## config.mk

```make
export PLATFORM = sky130hd
export DESIGN_NAME = apb_rule_demux
export DESIGN_NICKNAME = d
export VERILOG_FILES = /design/src/rtl/zeroheti_pkg.sv /design/src/rtl/apb_demux_watchdog.sv /design/src/rtl/apb_rule_demux.sv
export SDC_FILE = /design/constraint.sdc
export NUM_CORES = 1
export LEC_CHECK = 0
export CAP_MARGIN = 15
export CORE_MARGIN = 3
export CORE_UTILIZATION = 35
export DETAILED_ROUTE_END_ITERATION = 8
export PLACE_DENSITY = 0.89
export SLEW_MARGIN = 40
export SYNTH_ARGS = -nofsm -noshare
export SYNTH_HDL_FRONTEND = slang
export SYNTH_SLANG_ARGS = --single-unit
export TNS_END_PERCENT = 100
```

## constraint.sdc

```tcl
create_clock -name clk_i -period 2.1 [get_ports clk_i]
set_input_delay 0.525 -clock clk_i [delete_from_list [all_inputs] [get_ports clk_i]]
set_output_delay 0.525 -clock clk_i [all_outputs]
set_load 0.02 [all_outputs]
```

## src/rtl/zeroheti_pkg.sv

```systemverilog
// zeroheti_pkg: APB demux address-rule type, default peripheral map and error-cause encoding.
package zeroheti_pkg;

   localparam int unsigned RuleAddrWidth   = 32;
   localparam int unsigned RuleIdxWidth    = 32;
   localparam int unsigned ApbDemuxNrPorts = 4;

   typedef struct packed {
      logic [RuleIdxWidth-1:0]  idx;
      logic [RuleAddrWidth-1:0] base;
      logic [RuleAddrWidth-1:0] last;
   } apb_rule_t;

   typedef enum logic [1:0] {
      NONE    = 2'b00,
      MISS    = 2'b01,
      TIMEOUT = 2'b10
   } err_cause_e;

   // Rule 3 overlaps rules 1-2; lower rules win, so port 3 only owns 0x0003_0200..0x0003_03ff.
   localparam apb_rule_t [ApbDemuxNrPorts-1:0] ApbDemuxMap = {
      apb_rule_t'{idx: 32'd3, base: 32'h0003_0000, last: 32'h0003_0400},
      apb_rule_t'{idx: 32'd2, base: 32'h0003_0100, last: 32'h0003_0200},
      apb_rule_t'{idx: 32'd1, base: 32'h0003_0000, last: 32'h0003_0100},
      apb_rule_t'{idx: 32'd0, base: 32'h0002_0000, last: 32'h0002_0100}
   };

endpackage

```

## src/rtl/apb_demux_watchdog.sv

```systemverilog
// apb_demux_watchdog: saturating access-phase cycle counter with abort flag.
// Only present when APB_DEMUX_TIMEOUT_EN is defined.
`ifdef APB_DEMUX_TIMEOUT_EN
module apb_demux_watchdog #(
   parameter int unsigned TimeoutCycles = 256
) (
   input  logic clk_i,
   input  logic rst_ni,
   input  logic clr_i,
   input  logic cnt_en_i,
   output logic abort_c_o
);

   localparam int unsigned CntWidth = $clog2(TimeoutCycles + 1);

   logic [CntWidth-1:0] cnt_q, cnt_d;

   always_comb begin
      cnt_d = cnt_q;
      if (clr_i) begin
         cnt_d = '0;
      end else if (cnt_en_i && (cnt_q != CntWidth'(TimeoutCycles))) begin
         cnt_d = cnt_q + CntWidth'(1);
      end
   end

   always_ff @(posedge clk_i or negedge rst_ni) begin
      if (!rst_ni) begin
         cnt_q <= '0;
      end else begin
         cnt_q <= cnt_d;
      end
   end

   assign abort_c_o = cnt_en_i && (cnt_q == CntWidth'(TimeoutCycles - 1));

endmodule
`endif

```

## src/rtl/apb_rule_demux.sv

```systemverilog
// apb_rule_demux: decodes an upstream APB transfer against AddrMap and replays it on one
// subordinate port. Define APB_DEMUX_TIMEOUT_EN to add the access-phase watchdog.
module apb_rule_demux
   import zeroheti_pkg::*;
#(
   parameter int unsigned             NrPorts       = 4,
   parameter int unsigned             AddrWidth     = 32,
   parameter int unsigned             DataWidth     = 32,
   parameter apb_rule_t [NrPorts-1:0] AddrMap       = ApbDemuxMap,
   parameter int unsigned             TimeoutCycles = 256
) (
   input  logic                         clk_i,
   input  logic                         rst_ni,
   input  logic                         s_psel_i,
   input  logic                         s_penable_i,
   input  logic                         s_pwrite_i,
   input  logic [AddrWidth-1:0]         s_paddr_i,
   input  logic [DataWidth-1:0]         s_pwdata_i,
   output logic [DataWidth-1:0]         s_prdata_o,
   output logic                         s_pready_o,
   output logic                         s_pslverr_o,
   output logic [NrPorts-1:0]           m_psel_o,
   output logic                         m_penable_o,
   output logic                         m_pwrite_o,
   output logic [AddrWidth-1:0]         m_paddr_o,
   output logic [DataWidth-1:0]         m_pwdata_o,
   input  logic [NrPorts*DataWidth-1:0] m_prdata_i,
   input  logic [NrPorts-1:0]           m_pready_i,
   input  logic [NrPorts-1:0]           m_pslverr_i,
   input  logic                         err_clr_i,
   output logic                         err_valid_o,
   output logic [1:0]                   err_cause_o,
   output logic [AddrWidth-1:0]         err_addr_o
);

   localparam int unsigned IdxWidth = (NrPorts > 1) ? $clog2(NrPorts) : 1;

   if ((NrPorts < 1) || (NrPorts > 16) || (TimeoutCycles < 2)) begin : gen_bad_param
      $error("apb_rule_demux: NrPorts must be 1..16 and TimeoutCycles >= 2");
   end

   typedef enum logic [1:0] {IDLE, SETUP, ACCESS, RESP} state_e;

   state_e                 state_q, state_d;
   logic [IdxWidth-1:0]    idx_q, idx_d;
   logic [AddrWidth-1:0]   paddr_q, paddr_d;
   logic [DataWidth-1:0]   pwdata_q, pwdata_d;
   logic                   pwrite_q, pwrite_d;
   logic [NrPorts-1:0]     psel_q, psel_d;
   logic                   penable_q, penable_d;
   logic                   pready_q, pready_d;
   logic [DataWidth-1:0]   prdata_q, prdata_d;
   logic                   pslverr_q, pslverr_d;
   logic                   err_valid_q, err_valid_d;
   err_cause_e             err_cause_q, err_cause_d;
   logic [AddrWidth-1:0]   err_addr_q, err_addr_d;

   logic                   hit_c;
   logic [IdxWidth-1:0]    hit_idx_c;
   logic                   timeout_c;
   logic                   err_set_c;
   err_cause_e             err_set_cause_c;
   logic [AddrWidth-1:0]   err_set_addr_c;

   // Walk rules from the top down so the lowest matching index is the one left standing.
   always_comb begin
      hit_c     = 1'b0;
      hit_idx_c = '0;
      for (int i = int'(NrPorts) - 1; i >= 0; i--) begin
         if ((s_paddr_i >= AddrWidth'(AddrMap[i].base)) &&
             (s_paddr_i <  AddrWidth'(AddrMap[i].last))) begin
            hit_c     = 1'b1;
            hit_idx_c = IdxWidth'(AddrMap[i].idx);
         end
      end
   end

`ifdef APB_DEMUX_TIMEOUT_EN
   apb_demux_watchdog #(
      .TimeoutCycles (TimeoutCycles)
   ) u_watchdog (
      .clk_i     (clk_i),
      .rst_ni    (rst_ni),
      .clr_i     (state_q == SETUP),
      .cnt_en_i  (state_q == ACCESS),
      .abort_c_o (timeout_c)
   );
`else
   assign timeout_c = 1'b0;
`endif

   // Transfer sequencing; every output flop is loaded from its _d here.
   always_comb begin
      state_d         = state_q;
      idx_d           = idx_q;
      paddr_d         = paddr_q;
      pwdata_d        = pwdata_q;
      pwrite_d        = pwrite_q;
      pready_d        = 1'b0;
      prdata_d        = '0;
      pslverr_d       = 1'b0;
      psel_d          = '0;
      penable_d       = 1'b0;
      err_set_c       = 1'b0;
      err_set_cause_c = NONE;
      err_set_addr_c  = paddr_q;

      case (state_q)
         IDLE: begin
            if (s_psel_i && !s_penable_i) begin
               paddr_d  = s_paddr_i;
               pwdata_d = s_pwdata_i;
               pwrite_d = s_pwrite_i;
               if (hit_c) begin
                  idx_d   = hit_idx_c;
                  state_d = SETUP;
               end else begin
                  state_d         = RESP;
                  pready_d        = 1'b1;
                  pslverr_d       = 1'b1;
                  err_set_c       = 1'b1;
                  err_set_cause_c = MISS;
                  err_set_addr_c  = s_paddr_i;
               end
            end
         end
         SETUP: begin
            state_d = ACCESS;
         end
         ACCESS: begin
            if (m_pready_i[idx_q]) begin
               state_d   = RESP;
               pready_d  = 1'b1;
               prdata_d  = m_prdata_i[32'(idx_q) * DataWidth +: DataWidth];
               pslverr_d = m_pslverr_i[idx_q];
            end else if (timeout_c) begin
               state_d         = RESP;
               pready_d        = 1'b1;
               pslverr_d       = 1'b1;
               err_set_c       = 1'b1;
               err_set_cause_c = TIMEOUT;
            end
         end
         RESP: begin
            state_d = IDLE;
         end
         default: begin
            state_d = IDLE;
         end
      endcase

      if ((state_d == SETUP) || (state_d == ACCESS)) begin
         psel_d[idx_d] = 1'b1;
         penable_d     = (state_d == ACCESS);
      end
   end

   // Sticky first-error capture; a new error in the clearing cycle replaces the old one.
   always_comb begin
      err_valid_d = err_valid_q;
      err_cause_d = err_cause_q;
      err_addr_d  = err_addr_q;
      if (err_set_c && (!err_valid_q || err_clr_i)) begin
         err_valid_d = 1'b1;
         err_cause_d = err_set_cause_c;
         err_addr_d  = err_set_addr_c;
      end else if (err_clr_i) begin
         err_valid_d = 1'b0;
         err_cause_d = NONE;
         err_addr_d  = '0;
      end
   end

   always_ff @(posedge clk_i or negedge rst_ni) begin
      if (!rst_ni) begin
         state_q     <= IDLE;
         idx_q       <= '0;
         paddr_q     <= '0;
         pwdata_q    <= '0;
         pwrite_q    <= 1'b0;
         psel_q      <= '0;
         penable_q   <= 1'b0;
         pready_q    <= 1'b0;
         prdata_q    <= '0;
         pslverr_q   <= 1'b0;
         err_valid_q <= 1'b0;
         err_cause_q <= NONE;
         err_addr_q  <= '0;
      end else begin
         state_q     <= state_d;
         idx_q       <= idx_d;
         paddr_q     <= paddr_d;
         pwdata_q    <= pwdata_d;
         pwrite_q    <= pwrite_d;
         psel_q      <= psel_d;
         penable_q   <= penable_d;
         pready_q    <= pready_d;
         prdata_q    <= prdata_d;
         pslverr_q   <= pslverr_d;
         err_valid_q <= err_valid_d;
         err_cause_q <= err_cause_d;
         err_addr_q  <= err_addr_d;
      end
   end

   assign s_prdata_o  = prdata_q;
   assign s_pready_o  = pready_q;
   assign s_pslverr_o = pslverr_q;
   assign m_psel_o    = psel_q;
   assign m_penable_o = penable_q;
   assign m_pwrite_o  = pwrite_q;
   assign m_paddr_o   = paddr_q;
   assign m_pwdata_o  = pwdata_q;
   assign err_valid_o = err_valid_q;
   assign err_cause_o = err_cause_q;
   assign err_addr_o  = err_addr_q;

endmodule

```

==> results.py <==
metrics = {
    "worst_setup_path": {
        "path_class": "primary input to flip-flop",
        "ff2ff_path_depth": 7,
        "critPathRequiredTime_ns": 2.44,
        "end_kind": "flip-flop",
        "worstPathArrival_ns": 2.46,
        "cp-start-kind": "primary input",
        "r2r_slack_ns": 0.10,
        "rr_startpoint": "state_q[0]",
        "timing.rr.end": "m_psel_o[3]",
        "cp_max_fo": 7,
    },
    "clocking": {
        "cts_tree": "built",
        "clockRootBuffer": "clkbuf_16",
        "cts_made_buffers": 17,
        "clk_pin_slew_worst_paths_ns": 0.06,
        "worstSkewPairLatency_ns": 0.41,
        "clk_path_buf_depth": 2,
        "htreeDepth": 4,
        "cts_sinks": 141,
    },
    "run_status": {
        "violations": "negative setup slack",
        "status": "complete, but fails checks",
    },
    "final_layout": {
        "final_cell_mix": "clkdlybuf4s50_1, nand2_1, dfrtp_1, buf_4, mux4_2",
        "design_area_um2": 10930,
        "postLayoutCoreUtil_pct": 65.19,
        "stdcell_count": 1146,
        "drive_gt1_share_pct": 17.39,
        "diodes": 0,
        "fin_nets": 1123,
        "layout_commonest_cell": "clkdlybuf4s50_1",
        "area_delta_synth_final_pct": 80.15,
    },
    "synth": {
        "synth_seq_area_share_pct": 58.18,
        "synth_area_um2": 6065,
        "syn_area_per_cell_um2": 11.55,
        "synth.net_count": 734,
        "syn_inst": 525,
        "async_reset_ff_share_pct": 100.0,
        "synth_edf_count": 0,
        "synth_seq_cells": 141,
        "yosysWarnings": 0,
        "synthFlopType": "dfrtp_1",
        "synthDistinctLibCells": 36,
    },
    "sta": {
        "finalHoldViolCount": 0,
        "finalSetupViolCount": 2,
        "layout_setup_ws_ns": -0.01477,
        "final_max_slew_viol_count": 0,
        "fmax_ghz": 0.4729,
        "finalCritPeriodShare_pct": 100.7,
        "slew_headroom_pct": 55.92,
        "layout_min_cycle_time_ns": 2.115,
        "tightestPinTransition_ns": 0.6612,
        "fin_worst_skew_ns": 0.009681,
    },
    "drt": {
        "drtIter0Drc": 360,
        "drt-pass1-iter-count": 4,
        "m1WireLength_mm": 8.494,
        "wl_per_cell_um": 20.12,
        "wl_met3_mm": 1.750,
        "wl_mm": 23.06,
        "antenna_left": 0,
        "viasPerCell": 4.993,
        "top_layer": "met4",
        "vias": 5722,
        "drc": 0,
        "met2_length_mm": 12.02,
    },
    "grt": {
        "track_usage_pct": 23.11,
        "grt_pass1_wl_mm": 32.86,
        "grt_pass1_vias": 6052,
        "grt-ovfl-total": 0,
        "antenna_found_initial": 0,
        "grt_max_degree": 60,
    },
    "floorplanning": {
        "die_h_um": 137.6,
        "die_w_um": 137.6,
        "die_area_um2": 18940,
        "rows": 47,
        "io_pins": 345,
        "coreArea_um2": 16760,
        "initial_core_util_pct": 36.19,
    },
    "pwr": {
        "p_leak_nw": 5.105,
        "vdd_drop_max_v": 0.0005603,
        "p_per_area_nw_per_um2": 1123,
        "total_power_mw": 12.27,
    },
    "place": {
        "dp_hpwl_mm": 16.83,
        "io_buffer_count": 343,
        "post-place-cells": 1099,
        "dpl_cell_area_um2": 10000,
        "finalWeightedCongestion": 0.8000,
    },
    "job": {
        "cap_violations": 0,
    },
    "worst_hold_path": {
        "hold_path.class": "primary input to flip-flop",
        "worstHoldStart": "s_paddr_i[25]",
        "whs_endpoint": "m_paddr_o[25]",
        "whs_path_depth": 4,
    },
}
area by class of cell:
cell class	instances	area, um^2
sequential	141	3530
tap	220	275.3
clock inverter	8	130.1
timing repair buffer	407	4033
clock buffer	23	498.0
multi-input combinational	340	2434
fill	1249	5834
inverter	7	26.28
flip-flops by register name, indices dropped and copies added (netlist names), 2 cells and up:
| register | cells |
|---|---|
| state_q | 2 |
| m_paddr_o | 32 |
| m_psel_o | 4 |
| err_addr_o | 32 |
| idx_q | 2 |
| s_prdata_o | 32 |
| m_pwdata_o | 32 |
timing repair:
action / in CTS / in global routing
setup buffers: 6 / 6
setup endpoints to repair: 36 / 39
endpoints found under the hold margin: 25 / 0
pin swaps: 9 / 21
resized for setup: 26 / 43
hold buffers: 1 / 0
cloned: 0 / 4
power by group:
group	internal [mW]	switching [mW]	leakage (nW)
registers	3.55	0.455	1.84
clock network	2.03	1.15	0.303
logic	2.51	2.57	2.96
logic make-up (layout without fill, tap and decap cells):
kind of cell,count (synthesis),in the layout,share of synthesized area [%]
and+or+nand+nor,260,260,18.65
AOI/OAI and AO/OA,42,42,6.189
DFF,141,141,58.18
buffers and inverters,44,445,3.672
adders and majority gates,3,3,0.6190
other,1,1,0.06183
muxes,34,34,12.63
critical path, stage by stage:
cell and delay (ns):
buf_6 0.09, nor4_2 0.28, buf_4 0.16, nand4_1 0.21, buf_4 0.23, o31ai_4 0.25
buf_6 0.15, o21a_4 0.20, clkbuf_16 0.18, a22o_1 0.16
how the worst max path moves through the flow:
stage                               from              to
after floorplan               state_q[0]     m_psel_o[3]
after global placement     s_paddr_i[15]     m_psel_o[3]
after detailed placement   s_paddr_i[24]     m_psel_o[3]
after CTS                 err_cause_o[0]  err_cause_o[0]
after global routing       s_paddr_i[27]  err_addr_o[30]
final                      s_paddr_i[25]  err_addr_o[30]
metal layers:
layer  vias to the layer above  global-route usage [%]
li1                       2573                       -
met1                      2835                   27.19
met2                       266                   39.21
met3                        48                   6.830
met4                         0                   10.03
met5                         -                       0
cells in the mapped netlist, drive strengths merged, types with 5 or more instances:
library cell	n	area, um^2
dfrtp	141	3528
clkbuf	21	78.83
buf	16	117.6
a22o	32	281.5
nor4	5	37.53
inv	7	26.28
nand2	203	762.0
mux4	34	765.7
nor2	5	18.77
and3	32	200.2
stage by stage:
step	hold WS (ns)	setup TNS, ns	setup slack, ns
final	0.4086	-0.01636	-0.01477
after global routing	0.4066	-1.613	-0.08882
after CTS	0.4749	0	0.001603
after detailed placement	0.4161	-22.43	-0.6556
after global placement	0.4128	-19.10	-0.5618
after floorplan	0.2294	0	0.04775
Power figures use the tool's default switching activity.
